File: config.mk
export PLATFORM = sky130hd
export DESIGN_NAME = multicycle_controller
export DESIGN_NICKNAME = d
export VERILOG_FILES = /design/src/rtl/mc_pkg.sv /design/src/rtl/multicycle_controller_cond_check.sv /design/src/rtl/multicycle_controller.sv
export SDC_FILE = /design/constraint.sdc
export NUM_CORES = 1
export LEC_CHECK = 0
export ABC_CLOCK_PERIOD_IN_PS = 5600
export CORE_MARGIN = 2
export CORE_UTILIZATION = 43
export DETAILED_ROUTE_END_ITERATION = 8
export HOLD_SLACK_MARGIN = 0.1
export PLACE_DENSITY_LB_ADDON = 0.3
export SLEW_MARGIN = 20
export SYNTH_ARGS = -nofsm -noshare
export SYNTH_HDL_FRONTEND = slang
export SYNTH_HIERARCHICAL = 1
export SYNTH_SLANG_ARGS = --single-unit
File: constraint.sdc
create_clock -name clk -period 5.6 [get_ports clk]
set_input_delay 1.12 -clock clk [delete_from_list [all_inputs] [get_ports clk]]
set_output_delay 1.12 -clock clk [all_outputs]
set_load 0.02 [all_outputs]
File: src/rtl/mc_pkg.sv
// Shared types and encodings for the multicycle ARM controller:
// state encoding, ALU ops, instruction field codes and datapath select values.
package mc_pkg;

  localparam int STATE_BITS = 4;

  typedef enum logic [STATE_BITS-1:0] {
    S_FETCH  = 4'd0,
    S_DECODE = 4'd1,
    S_MEMADR = 4'd2,
    S_MEMRD  = 4'd3,
    S_MEMWB  = 4'd4,
    S_MEMWR  = 4'd5,
    S_EXECR  = 4'd6,
    S_EXECI  = 4'd7,
    S_ALUWB  = 4'd8,
    S_BRANCH = 4'd9
  } state_t;

  localparam logic [1:0] ALU_ADD = 2'b00;
  localparam logic [1:0] ALU_SUB = 2'b01;
  localparam logic [1:0] ALU_AND = 2'b10;
  localparam logic [1:0] ALU_ORR = 2'b11;

  localparam logic [1:0] OP_DP  = 2'b00;
  localparam logic [1:0] OP_MEM = 2'b01;
  localparam logic [1:0] OP_BR  = 2'b10;

  localparam logic [3:0] CMD_AND = 4'b0000;
  localparam logic [3:0] CMD_SUB = 4'b0010;
  localparam logic [3:0] CMD_ADD = 4'b0100;
  localparam logic [3:0] CMD_CMP = 4'b1010;
  localparam logic [3:0] CMD_ORR = 4'b1100;

  localparam logic [3:0] COND_EQ = 4'b0000;
  localparam logic [3:0] COND_NE = 4'b0001;
  localparam logic [3:0] COND_CS = 4'b0010;
  localparam logic [3:0] COND_CC = 4'b0011;
  localparam logic [3:0] COND_MI = 4'b0100;
  localparam logic [3:0] COND_PL = 4'b0101;
  localparam logic [3:0] COND_VS = 4'b0110;
  localparam logic [3:0] COND_VC = 4'b0111;
  localparam logic [3:0] COND_HI = 4'b1000;
  localparam logic [3:0] COND_LS = 4'b1001;
  localparam logic [3:0] COND_GE = 4'b1010;
  localparam logic [3:0] COND_LT = 4'b1011;
  localparam logic [3:0] COND_GT = 4'b1100;
  localparam logic [3:0] COND_LE = 4'b1101;
  localparam logic [3:0] COND_AL = 4'b1110;

  localparam logic [1:0] IMM_DP  = 2'b00;
  localparam logic [1:0] IMM_MEM = 2'b01;
  localparam logic [1:0] IMM_BR  = 2'b10;

  localparam logic [1:0] RES_ALUOUT = 2'b00;
  localparam logic [1:0] RES_DATA   = 2'b01;
  localparam logic [1:0] RES_ALU    = 2'b10;

  localparam logic [1:0] SRCB_REG  = 2'b00;
  localparam logic [1:0] SRCB_IMM  = 2'b01;
  localparam logic [1:0] SRCB_FOUR = 2'b10;

  // Unsupported data-processing commands fall back to ADD.
  function automatic logic [1:0] alu_decode(input logic [3:0] cmd);
    logic [1:0] op;
    case (cmd)
      CMD_ADD: op = ALU_ADD;
      CMD_SUB: op = ALU_SUB;
      CMD_AND: op = ALU_AND;
      CMD_ORR: op = ALU_ORR;
      CMD_CMP: op = ALU_SUB;
      default: op = ALU_ADD;
    endcase
    return op;
  endfunction

endpackage

File: src/rtl/multicycle_controller_cond_check.sv
// Combinational ARM condition evaluator: stored NZCV flags and the Cond field
// produce CondEx. Condition 1111 never executes.
module cond_check
  import mc_pkg::*;
(
  input  logic [3:0] cond,
  input  logic [3:0] flags,
  output logic       cond_ex
);

  logic n, z, c, v;
  assign {n, z, c, v} = flags;

  always_comb begin
    cond_ex = 1'b0;
    case (cond)
      COND_EQ: cond_ex = z;
      COND_NE: cond_ex = ~z;
      COND_CS: cond_ex = c;
      COND_CC: cond_ex = ~c;
      COND_MI: cond_ex = n;
      COND_PL: cond_ex = ~n;
      COND_VS: cond_ex = v;
      COND_VC: cond_ex = ~v;
      COND_HI: cond_ex = c & ~z;
      COND_LS: cond_ex = ~c | z;
      COND_GE: cond_ex = (n == v);
      COND_LT: cond_ex = (n != v);
      COND_GT: cond_ex = ~z & (n == v);
      COND_LE: cond_ex = z | (n != v);
      COND_AL: cond_ex = 1'b1;
      default: cond_ex = 1'b0;
    endcase
  end

endmodule

File: src/rtl/multicycle_controller.sv
// Multicycle ARM control unit: FSM sequencing FETCH..WB, datapath select decode,
// NZCV flag register and condition-gated architectural write enables.
module multicycle_controller
  import mc_pkg::*;
#(
  parameter logic [3:0] PC_IDX  = 4'd15,
  parameter int         STATE_W = 4
)
(
  input  logic               clk,
  input  logic               reset,
  input  logic [3:0]         Cond,
  input  logic [1:0]         Op,
  input  logic [5:0]         Funct,
  input  logic [3:0]         Rd,
  input  logic [3:0]         ALUFlags,
  output logic               PCWrite,
  output logic               AdrSrc,
  output logic               MemWrite,
  output logic               IRWrite,
  output logic [1:0]         ResultSrc,
  output logic [1:0]         ALUControl,
  output logic               ALUSrcA,
  output logic [1:0]         ALUSrcB,
  output logic [1:0]         ImmSrc,
  output logic [1:0]         RegSrc,
  output logic               RegWrite,
  output logic [STATE_W-1:0] StateDbg
);

  state_t     state, next_state;
  logic [3:0] flags;
  logic       cond_ex;
  logic [3:0] cmd;
  logic       is_cmp, rd_is_pc, in_exec;
  logic       pc_write_en, mem_write_en, ir_write_en, reg_write_en;

  assign cmd      = Funct[4:1];
  assign is_cmp   = (cmd == CMD_CMP);
  assign rd_is_pc = (Rd == PC_IDX);
  assign in_exec  = (state == S_EXECR) || (state == S_EXECI);
  assign StateDbg = STATE_W'(state);

  cond_check u_cond_check (
    .cond    (Cond),
    .flags   (flags),
    .cond_ex (cond_ex)
  );

  always_ff @(posedge clk or negedge reset) begin
    if (!reset) state <= S_FETCH;
    else        state <= next_state;
  end

  // Carry and overflow only carry meaning for the arithmetic commands.
  always_ff @(posedge clk or negedge reset) begin
    if (!reset) begin
      flags <= 4'b0000;
    end else if (in_exec && cond_ex && (Funct[0] || is_cmp)) begin
      flags[3:2] <= ALUFlags[3:2];
      if (cmd == CMD_ADD || cmd == CMD_SUB || is_cmp)
        flags[1:0] <= ALUFlags[1:0];
    end
  end

  always_comb begin
    next_state = S_FETCH;
    case (state)
      S_FETCH:  next_state = S_DECODE;
      S_DECODE: begin
        case (Op)
          OP_MEM:  next_state = S_MEMADR;
          OP_BR:   next_state = S_BRANCH;
          OP_DP:   next_state = Funct[5] ? S_EXECI : S_EXECR;
          default: next_state = S_FETCH;
        endcase
      end
      S_MEMADR: next_state = Funct[0] ? S_MEMRD : S_MEMWR;
      S_MEMRD:  next_state = S_MEMWB;
      S_EXECR:  next_state = S_ALUWB;
      S_EXECI:  next_state = S_ALUWB;
      default:  next_state = S_FETCH;
    endcase
  end

  always_comb begin
    pc_write_en  = 1'b0;
    mem_write_en = 1'b0;
    ir_write_en  = 1'b0;
    reg_write_en = 1'b0;
    AdrSrc       = 1'b0;
    ResultSrc    = RES_ALUOUT;
    ALUControl   = ALU_ADD;
    ALUSrcA      = 1'b0;
    ALUSrcB      = SRCB_REG;
    case (state)
      S_FETCH: begin
        ir_write_en = 1'b1;
        pc_write_en = 1'b1;
        ALUSrcA     = 1'b1;
        ALUSrcB     = SRCB_FOUR;
        ResultSrc   = RES_ALU;
      end
      S_DECODE: begin
        ALUSrcA   = 1'b1;
        ALUSrcB   = SRCB_FOUR;
        ResultSrc = RES_ALU;
      end
      S_MEMADR: begin
        ALUSrcB    = SRCB_IMM;
        ALUControl = Funct[3] ? ALU_ADD : ALU_SUB;
      end
      S_MEMRD: AdrSrc = 1'b1;
      S_MEMWR: begin
        AdrSrc       = 1'b1;
        mem_write_en = cond_ex;
      end
      S_MEMWB: begin
        ResultSrc    = RES_DATA;
        reg_write_en = cond_ex;
        pc_write_en  = cond_ex & rd_is_pc;
      end
      S_EXECR: ALUControl = alu_decode(cmd);
      S_EXECI: begin
        ALUSrcB    = SRCB_IMM;
        ALUControl = alu_decode(cmd);
      end
      S_ALUWB: begin
        ResultSrc    = RES_ALUOUT;
        reg_write_en = cond_ex & ~is_cmp;
        pc_write_en  = cond_ex & rd_is_pc;
      end
      S_BRANCH: begin
        ALUSrcB     = SRCB_IMM;
        ResultSrc   = RES_ALU;
        pc_write_en = cond_ex;
      end
      default: ;
    endcase
  end

  // Immediate format and register-read routing depend only on the instruction class.
  always_comb begin
    ImmSrc = IMM_DP;
    case (Op)
      OP_MEM:  ImmSrc = IMM_MEM;
      OP_BR:   ImmSrc = IMM_BR;
      default: ImmSrc = IMM_DP;
    endcase
  end

  assign RegSrc = {Op == OP_MEM, Op == OP_BR};

  // Reset overrides every enable combinationally so nothing pulses while it is low.
  assign PCWrite  = pc_write_en  & reset;
  assign MemWrite = mem_write_en & reset;
  assign IRWrite  = ir_write_en  & reset;
  assign RegWrite = reg_write_en & reset;

endmodule

Word-level counts from Yosys, hierarchy flattened
Index checks and enable logic that the tools add are counted. W data, S select, Z words.

Equality and inequality tests: 32. Reduce and logical (&&, ||, !) cells: 18. Bitwise gates (word level): 15. Multiplexer cells: 17.

Operators by type and width (number): $eq A4 B4 Y1 const B (12); $eq A4 B3 Y1 const B (9); $eq A4 B2 Y1 const B (5); $pmux W4 S5 (1); $pmux W2 S2 (4); $pmux W1 S15 (1); $logic_not A4 Y1 (3); $pmux W4 S3 (1); $reduce_or A2 Y1 (5); $and A1 B1 Y1 (8); $eq A4 B1 Y1 const B (2); $mux W1 (6); $pmux W2 S3 (1); $reduce_or A3 Y1 (2); $not A1 Y1 (5); $logic_or A1 B1 Y1 (4); $mux W3 (1); $pmux W1 S3 (1); $eq A2 B1 Y1 const B (1); $eq A2 B2 Y1 const B (1); $logic_and A1 B1 Y1 (2); $logic_not A2 Y1 (1); $or A1 B1 Y1 (2); $pmux W1 S2 (1); other kinds (3) (3).

Word-level logic and storage cells: 85. Output and inout bits: 20. Bits of input ports: 22. Register bits after elaboration: 8.

Logic depth before layout (Yosys ltp)
Depth after elaboration: 6. Gate-level depth with buffers: 8.

Cells and area by module
The synthesis kept the hierarchy.

Modules (own cells, without submodules): multicycle_controller (instances 1, seq. area each 200.2 um2, cells each 76, area an instance 649.4 um2); cond_check (instances 1, seq. area each 0.0 um2, cells each 28, area an instance 193.9 um2).

Worst setup path after synthesis
Ideal clock, no wire load.

Path type: input port to output port. Start: input port Cond[3]. End: output port RegWrite. Stages on the path: 8. Setup slack: 1.755 ns. Buffers on the path: 1. Data arrival time: 2.725 ns. Path through: buf_2 > or2b_1 > o31ai_1 > a211o_1 > a211o_1 > nand2_1 > a2111o_1 > a21oi_1.

Word-level cells in the longest chain between the ends: 5.

Ends and longest elaborated chain: start: declaration (line multicycle_controller.sv:12) `input logic [3:0] Cond,`; $eq A4 B4 Y1, or another cell as far along (line multicycle_controller_cond_check.sv:16) `case (cond)`; $pmux W1 S15 (*) (line multicycle_controller_cond_check.sv:16); net cond_ex (line multicycle_controller.sv:33) `logic cond_ex;`; $and A1 B1 Y1 (line multicycle_controller.sv:130) `reg_write_en = cond_ex & ~is_cmp;`; $pmux W1 S2 (*) (line multicycle_controller.sv:96) `case (state)`; $and A1 B1 Y1 (*) (line multicycle_controller.sv:158) `assign RegWrite = reg_write_en & reset;`; end: declaration (line multicycle_controller.sv:27) `output logic RegWrite,`.

The timed path passes the listed nets; every way through them passes the cells marked *.

Worst setup path in the final report
Start: input port Cond[3]. End: output port PCWrite.

Word-level cells in the longest chain between the ends: 5.

Ends and longest elaborated chain: $eq A4 B4 Y1, or another cell as far along (line multicycle_controller_cond_check.sv:16); $pmux W1 S15 (*) (line multicycle_controller_cond_check.sv:16); net cond_ex (line multicycle_controller.sv:33); $and A1 B1 Y1 (line multicycle_controller.sv:121, multicycle_controller.sv:131); $pmux W1 S3 (*) (line multicycle_controller.sv:96); $and A1 B1 Y1 (*) (line multicycle_controller.sv:155) `assign PCWrite = pc_write_en & reset;`; end: declaration (line multicycle_controller.sv:17) `output logic PCWrite,`.

Marked as above.

==> flow_summary_export.csv <==
group,metric,value,unit
sta,fin_ws,728,ps
global_routing,grt_use_total,18.9,%
worst_setup_path,r2r_slack,3390,ps
floorplanning,initial_utilization,44.3,%
power_and_ir_drop,design_power_total,0.000548,W
sta,hold_viol_final,0,
drt,drt_iter0_drc,19,
logic_synthesis,syn_area_per_cell,8.11,sq um
sta,relSlewSlack,66.2,%
sta,rsz0062_at_grt,"false",
worst_setup_path,cp.required,4480,ps
min_path,min_path_type,"flip-flop to flip-flop",
worst_setup_path,crit_arrival,3750,ps
flow_run,maxCapViolCount,0,
sta,fin_crit_sh,87.0,%
finish,nFillCells,154,
logic_synthesis,synth_edf_count,0,
sta,holdWs,559,ps
place,io_buffers,41,
floorplanning,pin_count,42,
sta,tightest_slew,507,ps
finish,antennaDiodeCount,0,
global_routing,antenna_found_initial,0,
floorplanning,rows,16,
drt,first_pass_iters,4,
drt,wl_per_cell,13.2,um
worst_setup_path,crit_end,"PCWrite",
worst_setup_path,critical_path_class,"input pin to output pin",
global_routing,grt_pass1_vias,774,
logic_synthesis,synthesis.nets,126,
clock_network,cts_buffers,3,
logic_synthesis,synthArstFlopShare,100,%
place,place_congestion,0.790,
drt,ant_nets,0,
clock_network,cts_setup_buffers,0,
power_and_ir_drop,power_density,432,mW/mm^2
clock_network,cts_max_path_buffers,2,
worst_setup_path,r2r_cells,7,
logic_synthesis,synthFlopType,"dfrtp_1",
status,outcome,"completed",
logic_synthesis,ys_ff_latch,8,
drt,vias_per_cell,5.54,
finish,final_cell_mix,"clkdlybuf4s50_1 (41), nor3_1 (9), dfrtp_1 (8)",
logic_synthesis,yosys-top-cells-area,"dfrtp_1 (24%), nor3_1 (5.3%), nand2b_1 (5.2%)",
floorplanning,die_w,48.3,um
sta,setup_violations,0,
clock_network,ctsRootBufferMaster,"clkbuf_4",
sta,drv_slew,0,
clock_network,cts.sinks,8,
finish,syn_to_final_growth,50.3,%
logic_synthesis,synth_area,843,sq um
logic_synthesis,yosysUniqueCellTypes,43,
drt,wl,2200,um
sta,fmax,205,MHz
worst_setup_path,rr_endpoint,"flags[0]$_DFFE_PN0P_",
worst_setup_path,startpoint,"Cond[3]",
finish,drive_above_1_share,7.14,%
clock_network,cts.clk_slew.worst_paths,50,ps
finish,fin_area,0.00127,sq mm
logic_synthesis,synth_cells,104,
floorplanning,die-area,0.00233,sq mm
logic_synthesis,ys_warn_count,6,
logic_synthesis,synth-seq-area-share,23.7,%
sta,setup_tns,0,ps
worst_setup_path,path_cells,"clkdlybuf4s50_1 > and3b_1 > a221oi_1 > a211o_1 > a211o_1 > nand2_1 > a2111o_1 > o21ai_1 > clkdlybuf4s50_1",
finish,nets,164,
power_and_ir_drop,vdd_drop_max,0.386,mV
global_routing,grt_pass1_wl,3110,um
clock_network,tritoncts,"built",
logic_synthesis,yosys.area.top_type,"dfrtp_1",
sta,fin_crit,4870,ps
global_routing,grt_max_degree,18,
min_path,hold_depth,1,
worst_setup_path,cp-end-kind,"output pin",
clock_network,htree_num_levels,1,
worst_setup_path,timing.rr.start,"flags[3]$_DFFE_PN0P_",
floorplanning,core_area,0.00190,sq mm
worst_setup_path,critPathMaxStageDelay,620,ps
worst_setup_path,cp-start-kind,"input pin",
floorplanning,die_h,48.3,um
place,place_ws,736,ps
finish,final_common_cell,"clkdlybuf4s50_1",
worst_setup_path,cp_max_fo,9,
place,placed_cell_area,0.00124,sq mm
clock_network,clock_latency,260,ps
worst_setup_path,crit_slowest_cell,"clkdlybuf4s50_1",
place,hpwl,1650,um
clock_network,cts_hold_buf,0,
clock_network,cts-resized-gates,0,
logic_synthesis,synth_top_area_share,23.7,%
drt,drc_errors,0,
power_and_ir_drop,power.leakage,0.494,nW
sta,clock_skew,4.90,ps
drt,routed-via-count,925,
global_routing,grt-ovfl-total,0,
==> worst min-delay path by stage <==
stage	from	to	slack [ps]
floorplan	flags[1]$_DFFE_PN0P_	flags[1]$_DFFE_PN0P_	500
global placement	flags[1]$_DFFE_PN0P_	flags[1]$_DFFE_PN0P_	530
detailed placement	flags[1]$_DFFE_PN0P_	flags[1]$_DFFE_PN0P_	540
CTS	flags[1]$_DFFE_PN0P_	flags[1]$_DFFE_PN0P_	550
global route	flags[1]$_DFFE_PN0P_	flags[1]$_DFFE_PN0P_	560
finish	flags[1]$_DFFE_PN0P_	flags[1]$_DFFE_PN0P_	560
==> layer usage <==
layer	track usage (%)	share of wire, %	vias to the layer above
met2	31.8	51	37
met4	5.95	0.64	0
li1	-	-	459
met1	23.0	43	427
met3	5.93	5.5	2
met5	0	0	-
==> cell type report <==
class                           instances  area, sq um  area share (%)
Multi-Input combinational cell         86          593            46.8
Sequential cell                         8          200            15.8
Timing Repair Buffer                   41          410            32.4
Tap cell                               27         33.8            2.67
Clock buffer                            3         22.5            1.78
Inverter                                2         7.51           0.592
==> report_power, final <==
group           total, W  internal (W)  leakage (nW)  switching [W]
logic           0.000354      0.000187         0.374       0.000167
clock network  0.0000443     0.0000245        0.0138      0.0000197
registers       0.000149     0.0000801         0.106      0.0000693
==> cell families (layout without fill, tap and decap cells) <==
kind of cell    Yosys count  count (layout)  share of synthesized area [%]
xor+xnor                  5               5                           6.08
compound gates           26              26                           21.7
flops                     8               8                           23.7
mux                       5               5                           7.12
buf+inv                  10              46                           5.93
simple gates             50              50                           35.5
==> metrics by stage <==
stage	cells	utilization, %
after CTS	167	66.6
after floorplan	104	-
after global routing	167	66.6
after global placement	164	65.5
final	167	66.6
after detailed placement	164	65.5
==> critical path, delay by kind of cell <==
kind	cells	cell delay (ps)
and+or+nand+nor	2	340
buffers and inverters	2	1160
AOI/OAI and AO/OA	5	1130
==> cells in the mapped netlist, types with 3 or more instances <==
cell / n
nor3b_1: 4
nand2_1: 7
a21oi_1: 7
nand2b_1: 7
nor2b_1: 5
nor2_1: 6
dfrtp_1: 8
nor3_1: 9
o211ai_1: 3
buf_2: 4
xor2_1: 3
==> registers in the layout, indices dropped and copies added (netlist names) <==
register,flops
StateDbg,4
flags,4
Power figures use the tool's default switching activity.
